`config.mk`:
```
export PLATFORM = sky130hd
export DESIGN_NAME = signal_analyzer
export DESIGN_NICKNAME = d
export VERILOG_FILES = /design/src/rtl/signal_analyzer.sv
export SDC_FILE = /design/constraint.sdc
export NUM_CORES = 1
export LEC_CHECK = 0
export BUFFER_PORTS_ARGS = -buffer_cell sky130_fd_sc_hd__buf_4
export CAP_MARGIN = 30
export CORE_MARGIN = 2
export CORE_UTILIZATION = 30
export DETAILED_ROUTE_END_ITERATION = 7
export PLACE_DENSITY_LB_ADDON = 0.12
export SLEW_MARGIN = 10
export SYNTH_ARGS = -nofsm -noshare
export SYNTH_HDL_FRONTEND = slang
export SYNTH_SLANG_ARGS = --single-unit
```
`constraint.sdc`:
```
create_clock -name sys_clk -period 4.14 [get_ports sys_clk]
set_input_delay 0.414 -clock sys_clk [delete_from_list [all_inputs] [get_ports sys_clk]]
set_output_delay 0.414 -clock sys_clk [all_outputs]
set_load 0.02 [all_outputs]
```
`src/rtl/signal_analyzer.sv`:
```
// Gated waveform measurement: rising midline crossings with hysteresis, min/max
// and peak-to-peak per gate window, with an adaptive midline updated at each close.
module signal_analyzer #(
    parameter int GATE_CYCLES = 1_000_000,
    parameter int HYST        = 8,
    parameter int CNT_W       = 20
) (
    input  logic             sys_clk,
    input  logic             reset,
    input  logic             enable,
    input  logic             sample_valid,
    input  logic [7:0]       wave_in,
    output logic [CNT_W-1:0] freq_count,
    output logic [7:0]       wave_max,
    output logic [7:0]       wave_min,
    output logic [7:0]       wave_pp,
    output logic [7:0]       midline,
    output logic             overflow,
    output logic             result_valid,
    output logic             cross_high
);

    localparam int              GATE_W    = (GATE_CYCLES > 2) ? $clog2(GATE_CYCLES) : 1;
    localparam logic [GATE_W-1:0] GATE_LAST = GATE_W'(GATE_CYCLES - 1);
    localparam logic [CNT_W-1:0]  CNT_MAX   = '1;
    localparam logic [8:0]        HYST9     = 9'(HYST);

    typedef enum logic {
        CROSS_LOW  = 1'b0,
        CROSS_HIGH = 1'b1
    } cross_t;

    logic [GATE_W-1:0] gate_q, gate_d;
    cross_t            state_q, state_d;
    logic [CNT_W-1:0]  cnt_q, cnt_d;
    logic              ovf_acc_q, ovf_acc_d;
    logic              has_q, has_d;
    logic [7:0]        min_q, min_d, max_q, max_d;

    logic [CNT_W-1:0]  freq_q, freq_d;
    logic [7:0]        wmax_q, wmax_d, wmin_q, wmin_d, pp_q, pp_d, mid_q, mid_d;
    logic              ovf_q, ovf_d, rv_q, rv_d;

    logic              accept, rise;
    logic [8:0]        hi_sum, lo_dif, mid_sum;
    logic [7:0]        thr_hi, thr_lo;
    cross_t            state_upd;
    logic [CNT_W-1:0]  cnt_upd;
    logic              ovf_upd, has_upd;
    logic [7:0]        min_upd, max_upd;

    always_comb begin
        accept = enable & sample_valid;
        hi_sum = {1'b0, mid_q} + HYST9;
        lo_dif = {1'b0, mid_q} - HYST9;
        thr_hi = hi_sum[8] ? 8'hFF : hi_sum[7:0];
        thr_lo = lo_dif[8] ? 8'h00 : lo_dif[7:0];

        // Same-cycle view of the accumulators including the current sample.
        state_upd = state_q;
        rise      = 1'b0;
        if (accept) begin
            if (state_q == CROSS_LOW && wave_in >= thr_hi) begin
                state_upd = CROSS_HIGH;
                rise      = 1'b1;
            end else if (state_q == CROSS_HIGH && wave_in <= thr_lo) begin
                state_upd = CROSS_LOW;
            end
        end

        cnt_upd = cnt_q;
        ovf_upd = ovf_acc_q;
        if (rise) begin
            if (cnt_q == CNT_MAX) ovf_upd = 1'b1;
            else                  cnt_upd = cnt_q + CNT_W'(1);
        end

        has_upd = has_q;
        min_upd = min_q;
        max_upd = max_q;
        if (accept) begin
            has_upd = 1'b1;
            if (!has_q) begin
                min_upd = wave_in;
                max_upd = wave_in;
            end else begin
                if (wave_in < min_q) min_upd = wave_in;
                if (wave_in > max_q) max_upd = wave_in;
            end
        end
        mid_sum = {1'b0, max_upd} + {1'b0, min_upd};

        gate_d    = gate_q;
        state_d   = state_upd;
        cnt_d     = cnt_upd;
        ovf_acc_d = ovf_upd;
        has_d     = has_upd;
        min_d     = min_upd;
        max_d     = max_upd;
        freq_d    = freq_q;
        wmax_d    = wmax_q;
        wmin_d    = wmin_q;
        pp_d      = pp_q;
        mid_d     = mid_q;
        ovf_d     = ovf_q;
        rv_d      = 1'b0;

        if (!enable) begin
            gate_d    = '0;
            state_d   = CROSS_LOW;
            cnt_d     = '0;
            ovf_acc_d = 1'b0;
            has_d     = 1'b0;
            min_d     = 8'd0;
            max_d     = 8'd0;
        end else if (gate_q == GATE_LAST) begin
            gate_d    = '0;
            rv_d      = 1'b1;
            freq_d    = cnt_upd;
            ovf_d     = ovf_upd;
            if (has_upd) begin
                wmax_d = max_upd;
                wmin_d = min_upd;
                pp_d   = max_upd - min_upd;
                mid_d  = mid_sum[8:1];
            end else begin
                wmax_d = 8'd0;
                wmin_d = 8'd0;
                pp_d   = 8'd0;
            end
            cnt_d     = '0;
            ovf_acc_d = 1'b0;
            has_d     = 1'b0;
            min_d     = 8'd0;
            max_d     = 8'd0;
        end else begin
            gate_d = gate_q + GATE_W'(1);
        end
    end

    always_ff @(posedge sys_clk) begin
        if (reset) begin
            gate_q    <= '0;
            state_q   <= CROSS_LOW;
            cnt_q     <= '0;
            ovf_acc_q <= 1'b0;
            has_q     <= 1'b0;
            min_q     <= 8'd0;
            max_q     <= 8'd0;
            freq_q    <= '0;
            wmax_q    <= 8'd0;
            wmin_q    <= 8'd0;
            pp_q      <= 8'd0;
            mid_q     <= 8'd128;
            ovf_q     <= 1'b0;
            rv_q      <= 1'b0;
        end else begin
            gate_q    <= gate_d;
            state_q   <= state_d;
            cnt_q     <= cnt_d;
            ovf_acc_q <= ovf_acc_d;
            has_q     <= has_d;
            min_q     <= min_d;
            max_q     <= max_d;
            freq_q    <= freq_d;
            wmax_q    <= wmax_d;
            wmin_q    <= wmin_d;
            pp_q      <= pp_d;
            mid_q     <= mid_d;
            ovf_q     <= ovf_d;
            rv_q      <= rv_d;
        end
    end

    assign freq_count   = freq_q;
    assign wave_max     = wmax_q;
    assign wave_min     = wmin_q;
    assign wave_pp      = pp_q;
    assign midline      = mid_q;
    assign overflow     = ovf_q;
    assign result_valid = rv_q;
    assign cross_high   = (state_q == CROSS_HIGH);

endmodule
```
---- Yosys cells after proc, flatten, opt, wreduce, memory -nomap -nowiden ----
Cells that the tools add are included.
word-level totals
  register bits ........................... 113
  bits in latches ......................... 0
  bits in writable memories ............... 0
  memory bits (read-only) ................. 0
  output and inout port bits .............. 55
  logic and storage cells ................. 58
  memories kept ........................... 0
cells by class
  $add $sub $neg .......................... 6
  multipliers ............................. 0
  div/mod/pow operators ................... 0
  magnitude comparators ................... 4
  equality and inequality tests ........... 2
  shift operators ......................... 0
  mux-type cells .......................... 21
  bitwise logic cells ..................... 3
  reductions and logical operators ........ 8
operator list
  operator                                                            number
  8-bit 2-to-1 mux                                                    11
  20-bit by 1-bit adder with 20-bit output, second input constant     2
  20-bit == test, second input constant                               2
  20-bit 2-to-1 mux                                                   2
  8-bit by 4-bit adder with 9-bit output, second input constant       1
  8-bit by 8-bit adder with 9-bit output                              1
  8-bit by 4-bit subtractor with 9-bit output, second input constant  1
  8-bit >= comparator                                                 1
  8-bit > comparator                                                  1
  8-bit less-or-equal comparator                                      1
  8-bit less-than comparator                                          1
  1-bit 2-to-1 mux                                                    8
  8-bit subtractor                                                    1
  2-bit AND reduction                                                 2
  3-bit AND reduction                                                 1
  3-bit OR reduction                                                  1
  1-bit logical AND                                                   2
  1-bit NOT                                                           2
  2-bit nonzero test                                                  1
  2-bit OR reduction                                                  1
  1-bit AND                                                           1

---- Longest topological paths before layout ----
Gate-level depths: netlist of run 1.
  depth after elaboration ................. 7
  mapped depth ............................ 19
  depth with buffers taken out ............ 19

---- Worst setup path before layout of run 1 ----
No wires, ideal clock.
  path type ............................... input port to flip-flop
  from .................................... input wave_in[1]
  to ...................................... register mid_q[6], in the netlist midline[6]
  data arrival time ....................... 3.454 ns
  required time ........................... 4.012 ns
  path slack .............................. 0.558 ns
  stages .................................. 15
  path through ............................ ha_1 nor2b_1 o211ai_1 a21oi_1 o41ai_4 mux2i_1 inv_1 ha_1 nand2b_1 a21oi_1 o31ai_1 a221oi_1 xor2_1 mux2i_1 nor2_1
on the way
  word-level cells in the longest chain between the ends .. 5
  elaborated cells between the ends (all ways) .. 9
  classes of those cells .................. add/sub: 1; order compare: 2; mux: 6
ends and longest elaborated chain
  item                                        line  text
  from (decl)                                 12    input logic [7:0] wave_in,
  8-bit > comparator                          88    if (wave_in > max_q) max_upd = wave_in;
  8-bit 2-to-1 mux                            88
  8-bit 2-to-1 mux (*)                        83    if (!has_q) begin
  8-bit 2-to-1 mux (*)                        81    if (accept) begin
  via max_upd[1]                              50    logic [7:0] min_upd, max_upd;
  8-bit by 8-bit adder with 9-bit output (*)  91    mid_sum = {1'b0, max_upd} + {1'b0, min_upd};
  to (signal assigned)                        169   mid_q <= mid_d;
  to (decl)                                   41    logic [7:0] wmax_q, wmax_d, wmin_q, wmin_d, pp_q, pp_d, mid_q, mid_d;
The timed path passes the listed nets; every way through them passes the cells marked *.
A chain may end at the register's enable or synchronous reset.

---- Worst setup path in the final report of run 1 ----
  from .................................... register max_q[1]
  to ...................................... register mid_q[7], in the netlist midline[7]
on the way
  word-level cells in the longest chain between the ends .. 5
ends and longest elaborated chain
  item                                    line  text
  from (decl)                             38    logic [7:0] min_q, min_d, max_q, max_d;
  from (signal assigned)                  164   max_q <= max_d;
  8-bit > comparator                      88
  8-bit 2-to-1 mux                        88
  8-bit 2-to-1 mux                        83
  8-bit 2-to-1 mux                        81
  via max_upd[3]                          50
  8-bit by 8-bit adder with 9-bit output  91
The timed path passes the listed nets, and every way through them passes these cells.

==> results of run 1 <==
==> worst max path at each step <==
| stage | slack (ns) | startpoint | cells after the start | to |
|---|---|---|---|---|
| 5_1_grt | 0.16 | max_q[5] | 17 | midline[7] |
| 6_report | 0.40 | max_q[1] | 17 | midline[7] |
| 3_3_place_gp | 0.31 | wave_in[1] | 17 | midline[7] |
| 3_5_place_dp | 0.16 | wave_in[1] | 17 | midline[7] |
| 2_1_floorplan | 0.56 | wave_in[1] | 15 | midline[6] |
| 4_1_cts | 0.41 | max_q[1] | 17 | midline[7] |
==> stage by stage <==
stage | total power (W) | area (µm²) | cells
2_1_floorplan | 0.00126 | 5880 | 688
3_3_place_gp | 0.00133 | 6640 | 1003
3_5_place_dp | 0.00133 | 6660 | 1004
4_1_cts | 0.00280 | 7250 | 1035
5_1_grt | 0.00288 | 7250 | 1035
6_report | 0.00276 | 7250 | 1035
==> sequential cells by signal, summed over array words and instances, names as in the netlist <==
name	flops
cnt_q	20
cross_high	1
freq_count	20
gate_q	20
has_q	1
max_q	8
midline	8
min_q	8
overflow	1
ovf_acc_q	1
result_valid	1
wave_max	8
wave_min	8
wave_pp	8
==> report_power, final <==
group	switching (W)	internal [W]	leakage [nW]
Clock	0.000493	0.000954	0.279
Combinational	0.000131	0.0000819	1.78
Sequential	0.00000372	0.00109	0.911
==> layout make-up <==
class	instances	area (µm²)	area share, %
Multi-Input combinational cell	503	3310	45.7
Sequential cell	113	2260	31.2
Timing Repair Buffer	75	576	7.94
Clock buffer	21	450	6.21
Tap cell	265	332	4.57
Inverter	48	180	2.48
Clock inverter	10	136	1.88
==> routing by layer <==
metal  vias to the layer above  wire, µm
met5                         -         0
met4                         0       187
met3                        16       592
met2                        75      7250
met1                      2284      7560
li1                       2502         -
==> synth_stat cells (3+ instances only) <==
library cell | instances | area [µm²]
sky130_fd_sc_hd__nor2b_1 | 7 | 43.8
sky130_fd_sc_hd__and3_2 | 3 | 22.5
sky130_fd_sc_hd__ha_1 | 50 | 626
sky130_fd_sc_hd__clkbuf_1 | 13 | 48.8
sky130_fd_sc_hd__xor2_1 | 20 | 175
sky130_fd_sc_hd__a211oi_1 | 23 | 173
sky130_fd_sc_hd__and4_1 | 3 | 26.3
sky130_fd_sc_hd__and2_1 | 3 | 18.8
sky130_fd_sc_hd__nor2_1 | 113 | 424
sky130_fd_sc_hd__nand4_1 | 16 | 100
sky130_fd_sc_hd__or2_2 | 4 | 25.0
sky130_fd_sc_hd__nor3_1 | 15 | 75.1
sky130_fd_sc_hd__mux2i_1 | 21 | 210
sky130_fd_sc_hd__nand2_1 | 50 | 188
sky130_fd_sc_hd__a21oi_1 | 29 | 145
sky130_fd_sc_hd__inv_1 | 48 | 180
sky130_fd_sc_hd__nor4_1 | 7 | 43.8
sky130_fd_sc_hd__xnor2_1 | 27 | 236
sky130_fd_sc_hd__o21ai_0 | 26 | 130
sky130_fd_sc_hd__o21bai_1 | 3 | 22.5
sky130_fd_sc_hd__dfxtp_1 | 113 | 2260
sky130_fd_sc_hd__a21o_1 | 6 | 45.0
sky130_fd_sc_hd__or3_1 | 5 | 31.3
sky130_fd_sc_hd__nand2b_1 | 8 | 50.1
sky130_fd_sc_hd__nand3_1 | 22 | 110
sky130_fd_sc_hd__buf_2 | 7 | 35.0
sky130_fd_sc_hd__and3_1 | 6 | 37.5
==> critical path, stage by stage, from the launching register on <==
cell                       delay [ns]
sky130_fd_sc_hd__dfxtp_1         0.32
sky130_fd_sc_hd__inv_1           0.05
sky130_fd_sc_hd__ha_1            0.28
sky130_fd_sc_hd__nor2b_1         0.13
sky130_fd_sc_hd__o211ai_1        0.15
sky130_fd_sc_hd__a21oi_1         0.12
sky130_fd_sc_hd__o41ai_4         0.31
sky130_fd_sc_hd__buf_4           0.25
sky130_fd_sc_hd__mux2i_1         0.42
sky130_fd_sc_hd__inv_1           0.14
sky130_fd_sc_hd__ha_1            0.41
sky130_fd_sc_hd__inv_1           0.08
sky130_fd_sc_hd__a21oi_1         0.21
sky130_fd_sc_hd__o21ai_0         0.11
sky130_fd_sc_hd__a21oi_1         0.25
sky130_fd_sc_hd__nor2_1          0.06
sky130_fd_sc_hd__o21ai_0         0.20
sky130_fd_sc_hd__a31oi_1         0.12
==> cells by family after synthesis <==
family,Yosys count
AO/OA/AOI/OAI,109
XOR/XNOR,47
adder cells (fa/ha/maj),52
buffers and inverters,72
flip-flops,113
multiplexers,21
AND/OR/NAND/NOR,274
==> load_flow_metrics.sql, run 1 <==
INSERT INTO impl_metrics (metric_group, metric, value, unit) VALUES
('worst_setup_path', 'kind_of_launch_point_of_the_worst_setup_path', 'flop', ''),
('final_layout', 'final_net_count', '822', ''),
('route', 'drtPass1Iterations', '4', ''),
('status', 'run_status', 'complete, no violations', ''),
('clock_tree', 'cts_root_buf', 'sky130_fd_sc_hd__clkbuf_16', ''),
('global_route', 'groute.layer.met1.usage', '20.4', '%'),
('worst_hold_path', 'worstHoldStart', 'enable', ''),
('clock_tree', 'hold_buffers', '0', ''),
('timing', 'count_of_endpoints_failing_hold_in_the_final_timing_report', '0', ''),
('worst_hold_path', 'min-delay-path-class', 'in2reg', ''),
('worst_setup_path', 'timing_worst_setup_path_type', 'reg2reg', ''),
('global_route', 'antenna_violations_before_repair', '0', ''),
('timing', 'timing.setup.tns', '0', 'ns'),
('timing', 'relSlewSlack', '43.0', '%'),
('clock_tree', 'htreeDepth', '4', ''),
('worst_setup_path', 'cp_arrival', '4.01', 'ns'),
('route', 'detail_route.wirelength', '15.6', 'mm'),
('place', 'detailedPlace.worstSlack', '0.155', 'ns'),
('timing', 'final_number_of_setup_violating_endpoints', '0', ''),
('synthesis', 'synth.cell_area', '5880', 'µm²'),
('place', 'dp_hpwl', '11.6', 'mm'),
('timing', 'worst_hold_slack', '0.411', 'ns'),
('route', 'antenna_left', '0', ''),
('pwr', 'vdd.ir_drop.worst', '0.273', 'mV'),
('synthesis', 'synth_edf_count', '0', ''),
('route', 'initialDrtViolationCount', '184', ''),
('route', 'post-route-drc-count', '0', ''),
('clock_tree', 'numCtsBuffers', '17', ''),
('place', 'portBuffers', '66', ''),
('synthesis', 'synthDistinctLibCells', '59', ''),
('synthesis', 'synth-seq-cells', '113', ''),
('synthesis', 'synth_adder_area_share', '11.3', '%'),
('synthesis', 'async_flop_share', '0', '%'),
('global_route', 'global_route.usage.total', '15.9', '%'),
('worst_setup_path', 'crit_required', '4.41', 'ns'),
('worst_setup_path', 'end_of_the_worst_register_to_register_path', 'midline[7]', ''),
('synthesis', 'synth_compound_area_share', '12.3', '%'),
('worst_setup_path', 'timing.critical_path.fanout_max', '8', ''),
('global_route', 'globalRouteOverflowTotal', '0', ''),
('die', 'fp.coreArea', '19300', 'µm²'),
('clock_tree', 'clkSlewWorstSetupHoldPaths', '0.05', 'ns'),
('synthesis', 'synth.area.mux_share', '3.57', '%'),
('worst_setup_path', 'r2r_slack', '0.40', 'ns'),
('final_layout', 'antenna-diode-count', '0', ''),
('route', 'detail_route.vias_per_cell', '4.71', ''),
('final_layout', 'layout-area-overhead-vs-synth', '23.3', '%'),
('synthesis', 'ys_seq_area_share', '38.5', '%'),
('worst_setup_path', 'timing.rr.start', 'max_q[1]', ''),
('synthesis', 'synth_simple_gate_area_share', '22.1', '%'),
('pwr', 'cellLeakagePower', '2.97', 'nW'),
('die', 'floorplan.initialDensity', '30.4', '%'),
('synthesis', 'synth_top_family_by_area', 'simple AND/OR/NAND/NOR gates', ''),
('timing', 'final_period_demand_of_the_worst_path', '3.74', 'ns'),
('global_route', 'grt.busiest_layer', 'met2', ''),
('place', 'gp_routability_congestion', '0.842', ''),
('die', 'design.die.area', '20700', 'µm²'),
('clock_tree', 'tritoncts', 'built', ''),
('worst_setup_path', 'r2r_cells', '17', ''),
('synthesis', 'synthXorXnorAreaFrac', '7.00', '%'),
('worst_hold_path', 'holdPathEnd', 'cross_high', ''),
('global_route', 'met2_usage', '25.9', '%'),
('clock_tree', 'largest_buffer_count_on_any_clock_path', '2', ''),
('final_layout', 'layout.filler_cells', '2004', ''),
('global_route', 'global_route_wire_length_before_repair', '25.0', 'mm'),
('synthesis', 'yosysWarningCount', '0', ''),
('timing', 'fmaxAchievable', '268', 'MHz'),
('timing', 'final_max_slew_viol_count', '0', ''),
('final_layout', 'drive_gt1_share', '15.8', '%'),
('die', 'fp.dieW', '144', 'µm'),
('die', 'i_o_pin_count', '67', ''),
('die', 'row_count', '51', '');
(Power assumes the default switching activity.)
==> run 2: changes to the inputs <==
--- a/config.mk
+++ b/config.mk
@@ -11,6 +11,7 @@
 export CORE_UTILIZATION = 30
 export DETAILED_ROUTE_END_ITERATION = 7
 export PLACE_DENSITY_LB_ADDON = 0.12
+export REMOVE_ABC_BUFFERS = 1
 export SLEW_MARGIN = 10
 export SYNTH_ARGS = -nofsm -noshare
 export SYNTH_HDL_FRONTEND = slang
==> load_flow_metrics.sql, run 2 (same netlist as run 1, synthesis figures left out) <==
INSERT INTO impl_metrics (metric_group, metric, value, unit) VALUES
('timing', 'final_period_demand_of_the_worst_path', '3.68', 'ns'),
('worst_setup_path', 'timing.rr.start', 'max_q[1]', ''),
('worst_setup_path', 'timing.critical_path.fanout_max', '6', ''),
('global_route', 'global_route_wire_length_before_repair', '24.5', 'mm'),
('worst_setup_path', 'crit_required', '4.42', 'ns'),
('final_layout', 'layout.filler_cells', '1988', ''),
('global_route', 'met2_usage', '25.0', '%'),
('global_route', 'grt.busiest_layer', 'met2', ''),
('clock_tree', 'clk-insertion-delay-late', '0.41', 'ns'),
('timing', 'rsz0062_at_grt', 'no', ''),
('route', 'drtPass1Iterations', '4', ''),
('clock_tree', 'post-cts-setup-buffers', '0', ''),
('clock_tree', 'cts_root_buf', 'sky130_fd_sc_hd__clkbuf_16', ''),
('worst_setup_path', 'critical_path.endpoint_type', 'flop', ''),
('clock_tree', 'numCtsBuffers', '17', ''),
('route', 'antenna_left', '0', ''),
('worst_setup_path', 'cp_common_cell', 'sky130_fd_sc_hd__a21oi_1', ''),
('die', 'fp.coreArea', '19300', 'µm²'),
('timing', 'final_number_of_setup_violating_endpoints', '0', ''),
('timing', 'timing.setup.tns', '0', 'ns'),
('final_layout', 'layout.cells.most_common_list', 'sky130_fd_sc_hd__nor2_1, sky130_fd_sc_hd__dfxtp_1, sky130_fd_sc_hd__buf_4', ''),
('global_route', 'grt_max_degree', '43', ''),
('die', 'fp.dieW', '144', 'µm'),
('pwr', 'power.switching_fraction', '22.2', '%'),
('route', 'route.vias.total', '4882', ''),
('pwr', 'total_switching_power', '0.000628', 'W'),
('route', 'detail_route.vias_per_cell', '4.73', ''),
('worst_setup_path', 'path_delay_family', 'compound AO/OA/AOI/OAI gates', ''),
('worst_hold_path', 'min-delay-path-class', 'in2reg', ''),
('timing', 'final.period_utilization', '88.8', '%'),
('place', 'detailedPlace.worstSlack', '0.206', 'ns'),
('worst_setup_path', 'timing_worst_setup_path_type', 'reg2reg', ''),
('route', 'detail_route.wirelength', '15.2', 'mm'),
('worst_setup_path', 'r2r_cells', '17', ''),
('place', 'dp_cells', '1001', ''),
('timing', 'worst-slew-pin-transition', '0.910', 'ns'),
('worst_setup_path', 'end_of_the_worst_register_to_register_path', 'midline[7]', ''),
('clock_tree', 'clock_sinks', '113', ''),
('status', 'run_status', 'complete, no violations', ''),
('worst_hold_path', 'holdPathEnd', 'min_q[0]', ''),
('global_route', 'globalRouteOverflowTotal', '0', ''),
('pwr', 'cellLeakagePower', '2.97', 'nW'),
('die', 'row_count', '51', ''),
('timing', 'count_of_endpoints_failing_hold_in_the_final_timing_report', '0', ''),
('global_route', 'groute.layer.met1.usage', '20.1', '%'),
('route', 'initialDrtViolationCount', '178', ''),
('global_route', 'met3_usage', '4.11', '%'),
('timing', 'fmaxAchievable', '272', 'MHz'),
('worst_setup_path', 'critPathSlowestCell', 'sky130_fd_sc_hd__ha_1', ''),
('final_layout', 'drive_gt1_share', '15.6', '%'),
('timing', 'final_max_slew_viol_count', '0', ''),
('pwr', 'cellInternalPower', '0.00220', 'W'),
('timing', 'worst_clock_skew', '0.0103', 'ns'),
('final_layout', 'final-instance-count-excl-fill', '1032', ''),
('pwr', 'power.share.sequential', '38.8', '%'),
('timing', 'worst_hold_slack', '0.340', 'ns'),
('worst_hold_path', 'worstHoldStart', 'wave_in[0]', ''),
('global_route', 'vias_in_the_first_global_route', '4672', ''),
('die', 'floorplan.initialDensity', '30.4', '%'),
('pwr', 'comb_power_share', '7.2', '%'),
('final_layout', 'layout-area-overhead-vs-synth', '23.3', '%'),
('final_layout', 'final_net_count', '819', ''),
('clock_tree', 'hold_buffers', '0', ''),
('die', 'i_o_pin_count', '67', ''),
('clock_tree', 'htreeDepth', '4', ''),
('place', 'dp_hpwl', '11.5', 'mm'),
('route', 'post-route-drc-count', '0', ''),
('worst_setup_path', 'r2r_slack', '0.46', 'ns'),
('die', 'die_y', '144', 'µm'),
('final_layout', 'antenna-diode-count', '0', ''),
('clock_tree', 'clkSlewWorstSetupHoldPaths', '0.05', 'ns'),
('place', 'portBuffers', '66', ''),
('worst_setup_path', 'timing.critical_path.cells', 'inv_1 -> ha_1 -> nor2b_1 -> o211ai_1 -> a21oi_1 -> o41ai_4 -> buf_4 -> mux2i_1 -> inv_1 -> ha_1 -> o21bai_1 -> a21oi_1 -> o21ai_0 -> a21oi_1 -> nor2_1 -> o21ai_0 -> a31oi_1', ''),
('worst_setup_path', 'kind_of_launch_point_of_the_worst_setup_path', 'flop', ''),
('run', 'max_cap_viol_count', '0', ''),
('place', 'gp_routability_congestion', '0.887', ''),
('timing', 'timing.final.ws_setup', '0.463', 'ns'),
('worst_hold_path', 'min_delay_path_depth', '3', ''),
('global_route', 'global_route.usage.total', '15.5', '%'),
('clock_tree', 'largest_buffer_count_on_any_clock_path', '2', ''),
('clock_tree', 'post_cts_gate_resize_count', '0', ''),
('worst_setup_path', 'timing.critical_path.buf_inv', '3', ''),
('pwr', 'cellPowerDensity', '391', 'nW/µm²'),
('worst_setup_path', 'cp_slowest_stage_delay', '0.40', 'ns'),
('die', 'design.die.area', '20700', 'µm²'),
('clock_tree', 'tritoncts', 'built', ''),
('timing', 'relSlewSlack', '39.4', '%'),
('route', 'avgRoutedWirePerCell', '14.8', 'µm'),
('pwr', 'vdd.ir_drop.worst', '0.267', 'mV'),
('pwr', 'power_frac_clock', '54.1', '%'),
('worst_setup_path', 'cp_arrival', '3.95', 'ns'),
('global_route', 'antenna_violations_before_repair', '0', '');
-- run 2: power groups by stage --
stage | combinational [W] | clock [W] | sequential, W
2_1_floorplan | 0.000133 | 0 | 0.00112
3_3_place_gp | 0.000204 | 0 | 0.00112
3_5_place_dp | 0.000206 | 0 | 0.00112
4_1_cts | 0.000207 | 0.00158 | 0.00110
5_1_grt | 0.000231 | 0.00163 | 0.00110
6_report | 0.000203 | 0.00153 | 0.00110
-- run 2: through the flow --
| stage | total power (W) | utilization, % | cell area, µm² |
|---|---|---|---|
| 6_report | 0.00283 | 37.5 | 7250 |
| 5_1_grt | 0.00296 | 37.5 | 7250 |
| 4_1_cts | 0.00289 | 37.5 | 7250 |
| 3_5_place_dp | 0.00133 | 34.3 | 6630 |
| 3_3_place_gp | 0.00132 | 34.3 | 6630 |
| 2_1_floorplan | 0.00125 | - | 5760 |
-- run 2: how the worst max path moves through the flow --
stage / from / end / depth (start not counted)
CTS: max_q[1] / midline[7] / 17
finish: max_q[1] / midline[7] / 17
global placement: wave_in[1] / midline[7] / 17
detailed placement: wave_in[1] / midline[7] / 17
global route: max_q[1] / midline[7] / 17
floorplan: wave_in[1] / midline[6] / 15
-- run 2: layer usage --
metal	wire [µm]	vias to the layer above
met1	7440	2295
met4	155	0
met3	589	10
met2	7060	76
met5	0	-
li1	-	2501
-- run 2: worst reg2reg max path, stage by stage (launching register included) --
cell and delay [ns]:
sky130_fd_sc_hd__dfxtp_1 0.33, sky130_fd_sc_hd__inv_1 0.05, sky130_fd_sc_hd__ha_1 0.28, sky130_fd_sc_hd__nor2b_1 0.13, sky130_fd_sc_hd__o211ai_1 0.16, sky130_fd_sc_hd__a21oi_1 0.12
sky130_fd_sc_hd__o41ai_4 0.39, sky130_fd_sc_hd__buf_4 0.26, sky130_fd_sc_hd__mux2i_1 0.33, sky130_fd_sc_hd__inv_1 0.11, sky130_fd_sc_hd__ha_1 0.40, sky130_fd_sc_hd__o21bai_1 0.10
sky130_fd_sc_hd__a21oi_1 0.23, sky130_fd_sc_hd__o21ai_0 0.11, sky130_fd_sc_hd__a21oi_1 0.23, sky130_fd_sc_hd__nor2_1 0.06, sky130_fd_sc_hd__o21ai_0 0.16, sky130_fd_sc_hd__a31oi_1 0.10
-- run 2: area by class of cell --
class                           count  area, µm²  area share, %
Inverter                           48        180           2.49
Timing Repair Buffer               72        541           7.46
Sequential cell                   113       2260           31.2
Clock inverter                     10        159           2.19
Clock buffer                       21        460           6.35
Tap cell                          265        332           4.57
Multi-Input combinational cell    503       3310           45.7
